File: config.mk
export PLATFORM = sky130hd
export DESIGN_NAME = exec_step_sequencer
export DESIGN_NICKNAME = d
export VERILOG_FILES = /design/src/rtl/exec_step_sequencer_pkg.sv /design/src/rtl/exec_step_sequencer_button_debouncer.sv /design/src/rtl/exec_step_sequencer.sv
export SDC_FILE = /design/constraint.sdc
export NUM_CORES = 1
export LEC_CHECK = 0
export BUFFER_PORTS_ARGS = -buffer_cell sky130_fd_sc_hd__buf_4
export CAP_MARGIN = 20
export CORE_UTILIZATION = 55
export DETAILED_ROUTE_END_ITERATION = 6
export PLACE_DENSITY = 0.84
export SLEW_MARGIN = 20
export SYNTH_ARGS = -nofsm -noshare
export SYNTH_HDL_FRONTEND = slang
export SYNTH_HIERARCHICAL = 1
export SYNTH_SLANG_ARGS = --single-unit
File: constraint.sdc
create_clock -name CLOCK -period 1.6 [get_ports CLOCK]
set_input_delay 0.32 -clock CLOCK [delete_from_list [all_inputs] [get_ports CLOCK]]
set_output_delay 0.32 -clock CLOCK [all_outputs]
set_load 0.1 [all_outputs]
File: src/rtl/exec_step_sequencer_pkg.sv
// Shared definitions for the EXEC/STEP execution-control front end.
// State encoding is fixed so the illegal code 2'd3 can be named and recovered from.
package exec_step_sequencer_pkg;

  typedef enum logic [1:0] {
    ST_IDLE = 2'd0,
    ST_RUN  = 2'd1,
    ST_STEP = 2'd2
  } state_t;

  localparam logic [1:0] ST_ILLEGAL = 2'd3;

  // A clock-enable is granted to the core in every non-idle legal state.
  function automatic logic state_enables(input state_t st);
    return (st == ST_RUN) || (st == ST_STEP);
  endfunction

endpackage

File: src/rtl/exec_step_sequencer_button_debouncer.sv
// Push-button conditioner: two-flop synchronizer, counted debounce and rising-edge detect.
// LEVEL is the debounced level; RISE is a one-cycle pulse when LEVEL goes 0 -> 1.
module button_debouncer #(
  parameter int DEBOUNCE_CYCLES = 16,
  parameter int DB_W            = 5
) (
  input  logic CLOCK,
  input  logic RESET,
  input  logic BTN,
  output logic LEVEL,
  output logic RISE
);

  logic            sync_p0;
  logic            sync_p1;
  logic            stable;
  logic            stable_d;
  logic [DB_W-1:0] count;

  localparam logic [DB_W-1:0] COUNT_LAST = DB_W'(DEBOUNCE_CYCLES - 1);

  // Stage p0/p1: metastability chain for the asynchronous button.
  always_ff @(posedge CLOCK or posedge RESET) begin
    if (RESET) begin
      sync_p0 <= 1'b0;
      sync_p1 <= 1'b0;
    end else begin
      sync_p0 <= BTN;
      sync_p1 <= sync_p0;
    end
  end

  // Debounce: the level flips only after it has disagreed on DEBOUNCE_CYCLES consecutive edges.
  always_ff @(posedge CLOCK or posedge RESET) begin
    if (RESET) begin
      stable   <= 1'b0;
      stable_d <= 1'b0;
      count    <= '0;
    end else begin
      stable_d <= stable;
      if (sync_p1 != stable) begin
        if (count == COUNT_LAST) begin
          stable <= sync_p1;
          count  <= '0;
        end else begin
          count <= count + DB_W'(1);
        end
      end else begin
        count <= '0;
      end
    end
  end

  assign LEVEL = stable;
  assign RISE  = stable & ~stable_d;

endmodule

File: src/rtl/exec_step_sequencer.sv
// RUN/STEP/IDLE sequencer driving the core clock-enable from debounced EXEC/STEP buttons.
// The core may end a free run through HALT; CYCLE_COUNT tallies enabled cycles.
module exec_step_sequencer
  import exec_step_sequencer_pkg::*;
#(
  parameter int DEBOUNCE_CYCLES = 16,
  parameter int DB_W            = 5,
  parameter int CNT_W           = 16
) (
  input  logic             CLOCK,
  input  logic             RESET,
  input  logic             BTN_EXEC,
  input  logic             BTN_STEP,
  input  logic             HALT,
  output logic             EXEC,
  output logic             CLK_EN,
  output logic             RUNNING,
  output logic [CNT_W-1:0] CYCLE_COUNT
);

  logic   exec_level;
  logic   exec_rise;
  logic   step_level;
  logic   step_rise;
  logic   levels_unused;
  state_t state;
  state_t state_next;
  logic   clk_en_next;
  logic   running_next;

  button_debouncer #(
    .DEBOUNCE_CYCLES(DEBOUNCE_CYCLES),
    .DB_W           (DB_W)
  ) u_exec_db (
    .CLOCK(CLOCK),
    .RESET(RESET),
    .BTN  (BTN_EXEC),
    .LEVEL(exec_level),
    .RISE (exec_rise)
  );

  button_debouncer #(
    .DEBOUNCE_CYCLES(DEBOUNCE_CYCLES),
    .DB_W           (DB_W)
  ) u_step_db (
    .CLOCK(CLOCK),
    .RESET(RESET),
    .BTN  (BTN_STEP),
    .LEVEL(step_level),
    .RISE (step_rise)
  );

  // Debounced levels are not needed by the sequencer; only the edges matter.
  assign levels_unused = exec_level ^ step_level;

  assign EXEC = exec_rise;

  always_ff @(posedge CLOCK or posedge RESET) begin
    if (RESET) begin
      state <= ST_IDLE;
    end else begin
      state <= state_next;
    end
  end

  // HALT only blocks entry to RUN; a step is always allowed so the core can move past a halt.
  always_comb begin
    state_next   = state;
    clk_en_next  = 1'b0;
    running_next = 1'b0;
    case (state)
      ST_IDLE: begin
        if (exec_rise && !HALT) begin
          state_next = ST_RUN;
        end else if (step_rise) begin
          state_next = ST_STEP;
        end
      end
      ST_RUN: begin
        running_next = 1'b1;
        if (HALT || exec_rise) begin
          state_next = ST_IDLE;
        end
      end
      ST_STEP: begin
        state_next = ST_IDLE;
      end
      default: begin
        state_next = ST_IDLE;
      end
    endcase
    clk_en_next = state_enables(state);
  end

  // Enables decode straight from the state flops so the core gate sees no combinational glitch.
  assign CLK_EN  = clk_en_next;
  assign RUNNING = running_next;

  always_ff @(posedge CLOCK or posedge RESET) begin
    if (RESET) begin
      CYCLE_COUNT <= '0;
    end else if (CLK_EN) begin
      CYCLE_COUNT <= CYCLE_COUNT + CNT_W'(1);
    end
  end

endmodule

==> results of run 1 <==
stage by stage:
step	instance area (um^2)	power, mW
6_report	2000	1.67
4_1_cts	1960	1.69
3_5_place_dp	1850	1.24
2_1_floorplan	1640	1.18
5_1_grt	2000	1.76
3_3_place_gp	1850	1.23
synth_stat cells (2+ instances only):
cell and n:
nand3_1 5, mux2_1 2, nand2_1 5, nor2_2 2, nand4_2 3, and2_1 2
o21ai_2 2, nor4_1 2, and3_1 3, nor2b_1 3, nand4_1 2, nand3_2 2
nor2_1 7, nor3_1 3, xnor2_1 5, a21oi_1 2, inv_1 10, xor2_1 16
dfrtp_1 36, nor3b_1 2, ha_1 5
kinds of logic (layout without fill, tap and decap cells):
logic type,count (synthesis),count (layout)
flip-flops,36,36
AND/OR/NAND/NOR,45,45
XOR/XNOR,21,21
buffers and inverters,11,48
AO/OA/AOI/OAI,6,6
multiplexers,3,3
adder cells (fa/ha/maj),5,5
per-layer routing:
layer | share of wire (%) | vias up
met5 | 0 | -
met4 | 3.2 | 0
met3 | 3.3 | 9
met2 | 49 | 25
met1 | 45 | 522
li1 | - | 496
critical path: stages (launching register included):
cell and delay, ns:
dfrtp_1 0.40, inv_2 0.07, ha_4 0.31, buf_12 0.18
final timing paths:
path / start / endpoint / cells past startpoint
setup / recovery: state[0] / CLK_EN / 3
hold / removal: BTN_STEP / u_step_db/sync_p0 / 1
setup reg to reg: state[0] / CYCLE_COUNT[12] / 6
hold reg to reg: u_exec_db/sync_p0 / u_exec_db/sync_p1 / 0
max in group asynchronous: RESET / u_step_db/count[3] / 3
min in group asynchronous: RESET / u_exec_db/count[3] / 3
timing repair:
action	CTS	global route
resized for setup	6	7
endpoints found under the hold margin	18	0
setup endpoints to repair	2	8
pin swaps	1	4
hold buffers	1	0
setup buffers	4	1
cells in the final DEF, fill, tap and decap left out, types with 3 or more instances in the layout:
| cell type | instances |
|---|---|
| and3_1 | 3 |
| nand3_1 | 5 |
| ha_1 | 3 |
| inv_1 | 9 |
| xnor2_1 | 5 |
| nand2_1 | 5 |
| nand4_4 | 3 |
| dfrtp_2 | 13 |
| clkbuf_4 | 5 |
| xor2_1 | 16 |
| nor2_1 | 7 |
| buf_4 | 26 |
| dfrtp_1 | 21 |
power breakdown:
part / internal, mW / switching [mW] / total, mW
registers: 0.951 / 0.0430 / 0.994
clock network: 0.171 / 0.276 / 0.448
logic: 0.0631 / 0.170 / 0.233
total: 1.19 / 0.489 / 1.67
state kept, by name, summed over array words and instances, names as in the netlist:
signal	flops
u_step_db/stable_d	1
u_exec_db/sync_p1	1
u_step_db/sync_p1	1
u_exec_db/sync_p0	1
u_exec_db/LEVEL	1
u_step_db/count	5
u_exec_db/stable_d	1
state	2
CYCLE_COUNT	16
u_step_db/sync_p0	1
u_step_db/LEVEL	1
u_exec_db/count	5
cell type report:
type                    count  area [um^2]  area share, %
well taps                  30         37.5           1.88
inverters                  10         37.5           1.88
multi-input cells          80          696           34.7
repair buffers             30          256           12.8
clock inverters             1         5.00          0.250
clock buffers               7         45.0           2.25
flip-flops and latches     36          925           46.2
==> results.ini, run 1 <==
[run_status]
outcome = finished with violations
violations = setup timing

[sta]
holdWs_ns = 0.0828
finalHoldViolCount = 0
worst_pin_slew_ns = 0.364
slew_headroom_pct = 75.7
rsz0062_at_grt = true
setup_violations = 1
post-route-period-util_pct = 101
period_minus_slack_ns = 1.62
clock-skew-final_ns = 0.0119
worst_slack_ns = -0.0195
maxSlewViolCount = 0
setup_tns_ns = -0.0195
max_freq_mhz = 617

[synthesis]
synth_top_area_share_pct = 57.6
synth-compound-area-share_pct = 2.80
synth.area.top_cells = dfrtp_1 (58%), xor2_1 (9.0%), ha_1 (4.0%)
synth_cell_types = 29
syn_area_per_cell_um2 = 12.3
yosysSeqAreaShare_pct = 57.6
synth_top_family_by_area = simple AND/OR/NAND/NOR gates
yosys.area_share.simple_pct = 18.9
synth_mux_area_share_pct = 2.16
synth_cells = 127
ys_warn_count = 6
synth_edf_count = 0
synth_fa_ha_area_share_pct = 4.00
synthFlopType = dfrtp_1
syn-num-nets = 137
async_flop_share_pct = 100
yosysTopAreaCell = dfrtp_1
synth_xor_area_share_pct = 11.8
ys_ff_latch = 36
syn_area_um2 = 1570

[power]
ir_drop_v = 0.00106
p_per_area_nw_per_um2 = 836
leakagePower_nw = 1.04

[die]
initial_utilization_pct = 60.4
die_x_um = 55.3
die_h_um = 55.3
num_rows = 18
core_um2 = 2590
die_area_um2 = 3060
io-pin-count = 24

[critical_path]
cp-start-kind = flop
cp_max_fo = 4
end_kind = output pin
required_ns = 1.28
crit_type = flop to output pin
r2r_slack_ns = 0.08
cp.arrival_ns = 1.30

[layout]
layout-drive-gt1-share_pct = 43.9
fin_nets = 173
nFillCells = 164
postLayoutCoreUtil_pct = 77.3
num_antenna_cells = 0
syn_to_final_growth_pct = 27.9
fin_cells = 194

[global_route]
busiest_layer = met2
met2_usage_pct = 33.6
use_met3_pct = 5.39
track_usage_pct = 20.9
grt_pass1_vias = 1049
grt_max_degree = 19
antenna_found_initial = 0
grt_use_met1_pct = 25.5
overflow = 0
grt_pass1_wl_mm = 4.91

[detailed_routing]
wl_per_cell_um = 15.2
drc = 0
drt_iter0_drc = 20
dr.pass1.iters = 4
vias = 1052
routed_via_density = 5.42
ant_nets = 0
wl_mm = 2.95

[placed_design]
place.detailed.hpwl_mm = 2.07
pre_cts_ws_ns = 0.0437
place_inst = 180
io_buffers = 23
place.gp.congestion = 0.803

[clock_tree]
cts_root_buf = clkbuf_4
cts_sinks = 36
cts.htree.levels = 2
clkLatencyLatePin_ns = 0.33
cts_made_buffers = 5
cts_tree = built
cts_buffer_depth = 2
clk_pin_slew_ns = 0.10

[min_path]
min_path_type = primary input to flop

[job]
max_cap_viol_count = 0

Power figures use the tool's default switching activity.
==> run 2, diff against run 1 <==
--- a/config.mk
+++ b/config.mk
@@ -9,7 +9,7 @@
 export CAP_MARGIN = 20
 export CORE_UTILIZATION = 55
 export DETAILED_ROUTE_END_ITERATION = 6
-export PLACE_DENSITY = 0.84
+export PLACE_DENSITY = 0.88
 export SLEW_MARGIN = 20
 export SYNTH_ARGS = -nofsm -noshare
 export SYNTH_HDL_FRONTEND = slang
==> run 2 against run 1 <==
The flow still finishes with violations (setup timing). Clock skew decreased by 0.0031 ns. Total power grew 2.6%. Non-clock buffer count is the same. Routed wire length increased by 24%. Count of clock-buffer cells in the layout unchanged. Core utilization increased by 1.8 points. Combinational power grew 6%. Cell count stayed put. Global-route usage grew 0.56 points. Largest power group unchanged.
==> results.ini, run 2 (synthesis results as in run 1) <==
[run_status]
outcome = finished with violations  ; unchanged
violations = setup timing  ; unchanged

[power]
switching_share_pct = 30.6  ; was 29.2%
power.total_mw = 1.72  ; was 1.67 mW
pwr-share-comb_pct = 14.4  ; was 13.9%
ir_drop_v = 0.00121  ; was 0.00106 V
p_switching_mw = 0.526  ; was 0.489 mW
p_per_area_nw_per_um2 = 839  ; was 836 nW/um^2
p_seq_share_pct = 58.0  ; was 59.3%
leakagePower_nw = 1.06  ; was 1.04 nW
intPower_mw = 1.19  ; about the same
clkPwrFrac_pct = 27.6  ; was 26.7%

[sta]
clock-skew-final_ns = 0.00876  ; was 0.0119 ns
rsz0062_at_grt = true  ; unchanged
period_minus_slack_ns = 1.68  ; was 1.62 ns
maxSlewViolCount = 0  ; unchanged
setup_tns_ns = -0.176  ; was -0.0195 ns
worst_pin_slew_ns = 0.370  ; was 0.364 ns
post-route-period-util_pct = 105  ; was 101%
setup_violations = 4  ; was 1
max_freq_mhz = 596  ; was 617 MHz
finalHoldViolCount = 0  ; unchanged
worst_slack_ns = -0.0787  ; was -0.0195 ns
slew_headroom_pct = 75.3  ; was 75.7%

[clock_tree]
clk_pin_slew_ns = 0.11  ; was 0.10 ns
cts_tree = built  ; unchanged
cts_made_buffers = 5  ; unchanged
cts_buffer_depth = 2  ; unchanged
cts_sinks = 36  ; unchanged
clkLatencyLatePin_ns = 0.34  ; was 0.33 ns
cts.htree.levels = 2  ; unchanged
cts_root_buf = clkbuf_4  ; unchanged

[critical_path]
required_ns = 1.85  ; was 1.28 ns
cp_max_fo = 5  ; was 4
cp-start-kind = flop  ; unchanged
cp.arrival_ns = 1.93  ; was 1.30 ns
max_stage_delay_ns = 0.42  ; was 0.40 ns
worstPathCellList = inv_2 -> ha_4 -> nand4_4 -> nor4_2 -> xor2_1  ; was inv_2 -> ha_4 -> buf_12
slowest_stage = dfrtp_1  ; unchanged
crit_type = flop to flop  ; was flop to output pin
end_kind = flop  ; was output pin

[die]
die_area_um2 = 3060  ; unchanged
io-pin-count = 24  ; unchanged
die_x_um = 55.3  ; unchanged
initial_utilization_pct = 60.4  ; unchanged
num_rows = 18  ; unchanged
core_um2 = 2590  ; unchanged
die_h_um = 55.3  ; unchanged

[detailed_routing]
dr.pass1.iters = 4  ; unchanged
drc = 0  ; unchanged
routed_via_density = 5.79  ; was 5.42
wl_mm = 3.65  ; was 2.95 mm
wl_per_cell_um = 18.8  ; was 15.2 um
drt_iter0_drc = 37  ; was 20
ant_nets = 0  ; unchanged
vias = 1123  ; was 1052

[placed_design]
place_inst = 180  ; unchanged
io_buffers = 23  ; unchanged
place.detailed.hpwl_mm = 2.11  ; was 2.07 mm
place.gp.congestion = 0.800  ; was 0.803
pre_cts_ws_ns = 0.0194  ; was 0.0437 ns

[global_route]
track_usage_pct = 21.5  ; was 20.9%
antenna_found_initial = 0  ; unchanged
grt_pass1_wl_mm = 5.07  ; was 4.91 mm
overflow = 0  ; unchanged
grt_pass1_vias = 1110  ; was 1049
grt_max_degree = 19  ; unchanged

[job]
max_cap_viol_count = 0  ; unchanged

[layout]
layout-drive-gt1-share_pct = 45.7  ; was 43.9%
mostFrequentLayoutCell = buf_4  ; unchanged
syn_to_final_growth_pct = 30.9  ; was 27.9%
fin_cells = 194  ; unchanged
final_cell_mix = buf_4 (24), dfrtp_1 (21), xor2_1 (16), dfrtp_2 (13), inv_1 (9)  ; was buf_4 (26), dfrtp_1 (21), xor2_1 (16), dfrtp_2 (13), inv_1 (9)
largest_register = CYCLE_COUNT  ; unchanged
top_regs = CYCLE_COUNT (16), u_exec_db/count (5), u_step_db/count (5)  ; unchanged
nFillCells = 145  ; was 164
largest_reg_flops = 16  ; unchanged
num_antenna_cells = 0  ; unchanged
fin_nets = 173  ; unchanged

[min_path]
min_path_type = primary input to flop  ; unchanged

run 2: layout make-up:
class | count | area (um^2) | area share [%]
clock buffers | 7 | 45.0 | 2.20
inverters | 10 | 37.5 | 1.83
repair buffers | 30 | 277 | 13.5
flip-flops and latches | 36 | 925 | 45.1
clock inverters | 1 | 5.00 | 0.244
well taps | 30 | 37.5 | 1.83
multi-input cells | 80 | 722 | 35.2
run 2: routing by layer:
layer / up-vias / GRT usage (%) / share of wire [%]
li1: 499 / - / -
met1: 561 / 27.1 / 39
met2: 48 / 33.7 / 52
met3: 15 / 5.85 / 5.3
met4: 0 / 11.4 / 2.9
met5: - / 0 / 0
run 2: final timing paths:
check	from	endpoint	slack, ns	cells past startpoint
setup / recovery	state[0]	CYCLE_COUNT[13]	-0.08	5
hold / removal	BTN_EXEC	u_exec_db/sync_p0	0.09	1
setup reg to reg	state[0]	CYCLE_COUNT[13]	-0.08	5
hold reg to reg	u_exec_db/sync_p0	u_exec_db/sync_p1	0.38	0
max in group asynchronous	RESET	CYCLE_COUNT[1]	0.80	4
min in group asynchronous	RESET	u_exec_db/count[0]	0.50	3
run 2: power groups by stage:
stage	Sequential, mW	Combinational (mW)	Clock (mW)
after CTS	0.994	0.243	0.461
after global routing	1.00	0.265	0.519
after global placement	1.01	0.220	0
after floorplan	1.11	0.0719	0
after detailed placement	1.01	0.229	0
final	0.996	0.248	0.474
run 2: through the flow:
step	hold WS (ns)	cell area [um^2]	utilization, %
after global routing	0.0731	2050	79.1
after detailed placement	0.315	1850	71.3
final	0.0907	2050	79.1
after CTS	0.0882	1950	75.3
after global placement	0.305	1850	71.3
after floorplan	0.148	1640	-
run 2: worst max-delay path, delay by kind of cell, from the launching register on:
family / cells / cell delay [ns]
xor gates and xnor gates: 1 / 0.24
and+or+nand+nor: 2 / 0.53
adders and majority gates: 1 / 0.32
buffers and inverters: 1 / 0.08
DFF: 1 / 0.42
run 2: repair_timing:
item | 4_1_cts | 5_1_grt
gates resized for setup | 5 | 15
buffers inserted | 2 | 3
setup endpoints to repair | 2 | 10
pin swaps | 1 | 3
endpoints found under the hold margin | 18 | 0
hold buffers | 1 | 0
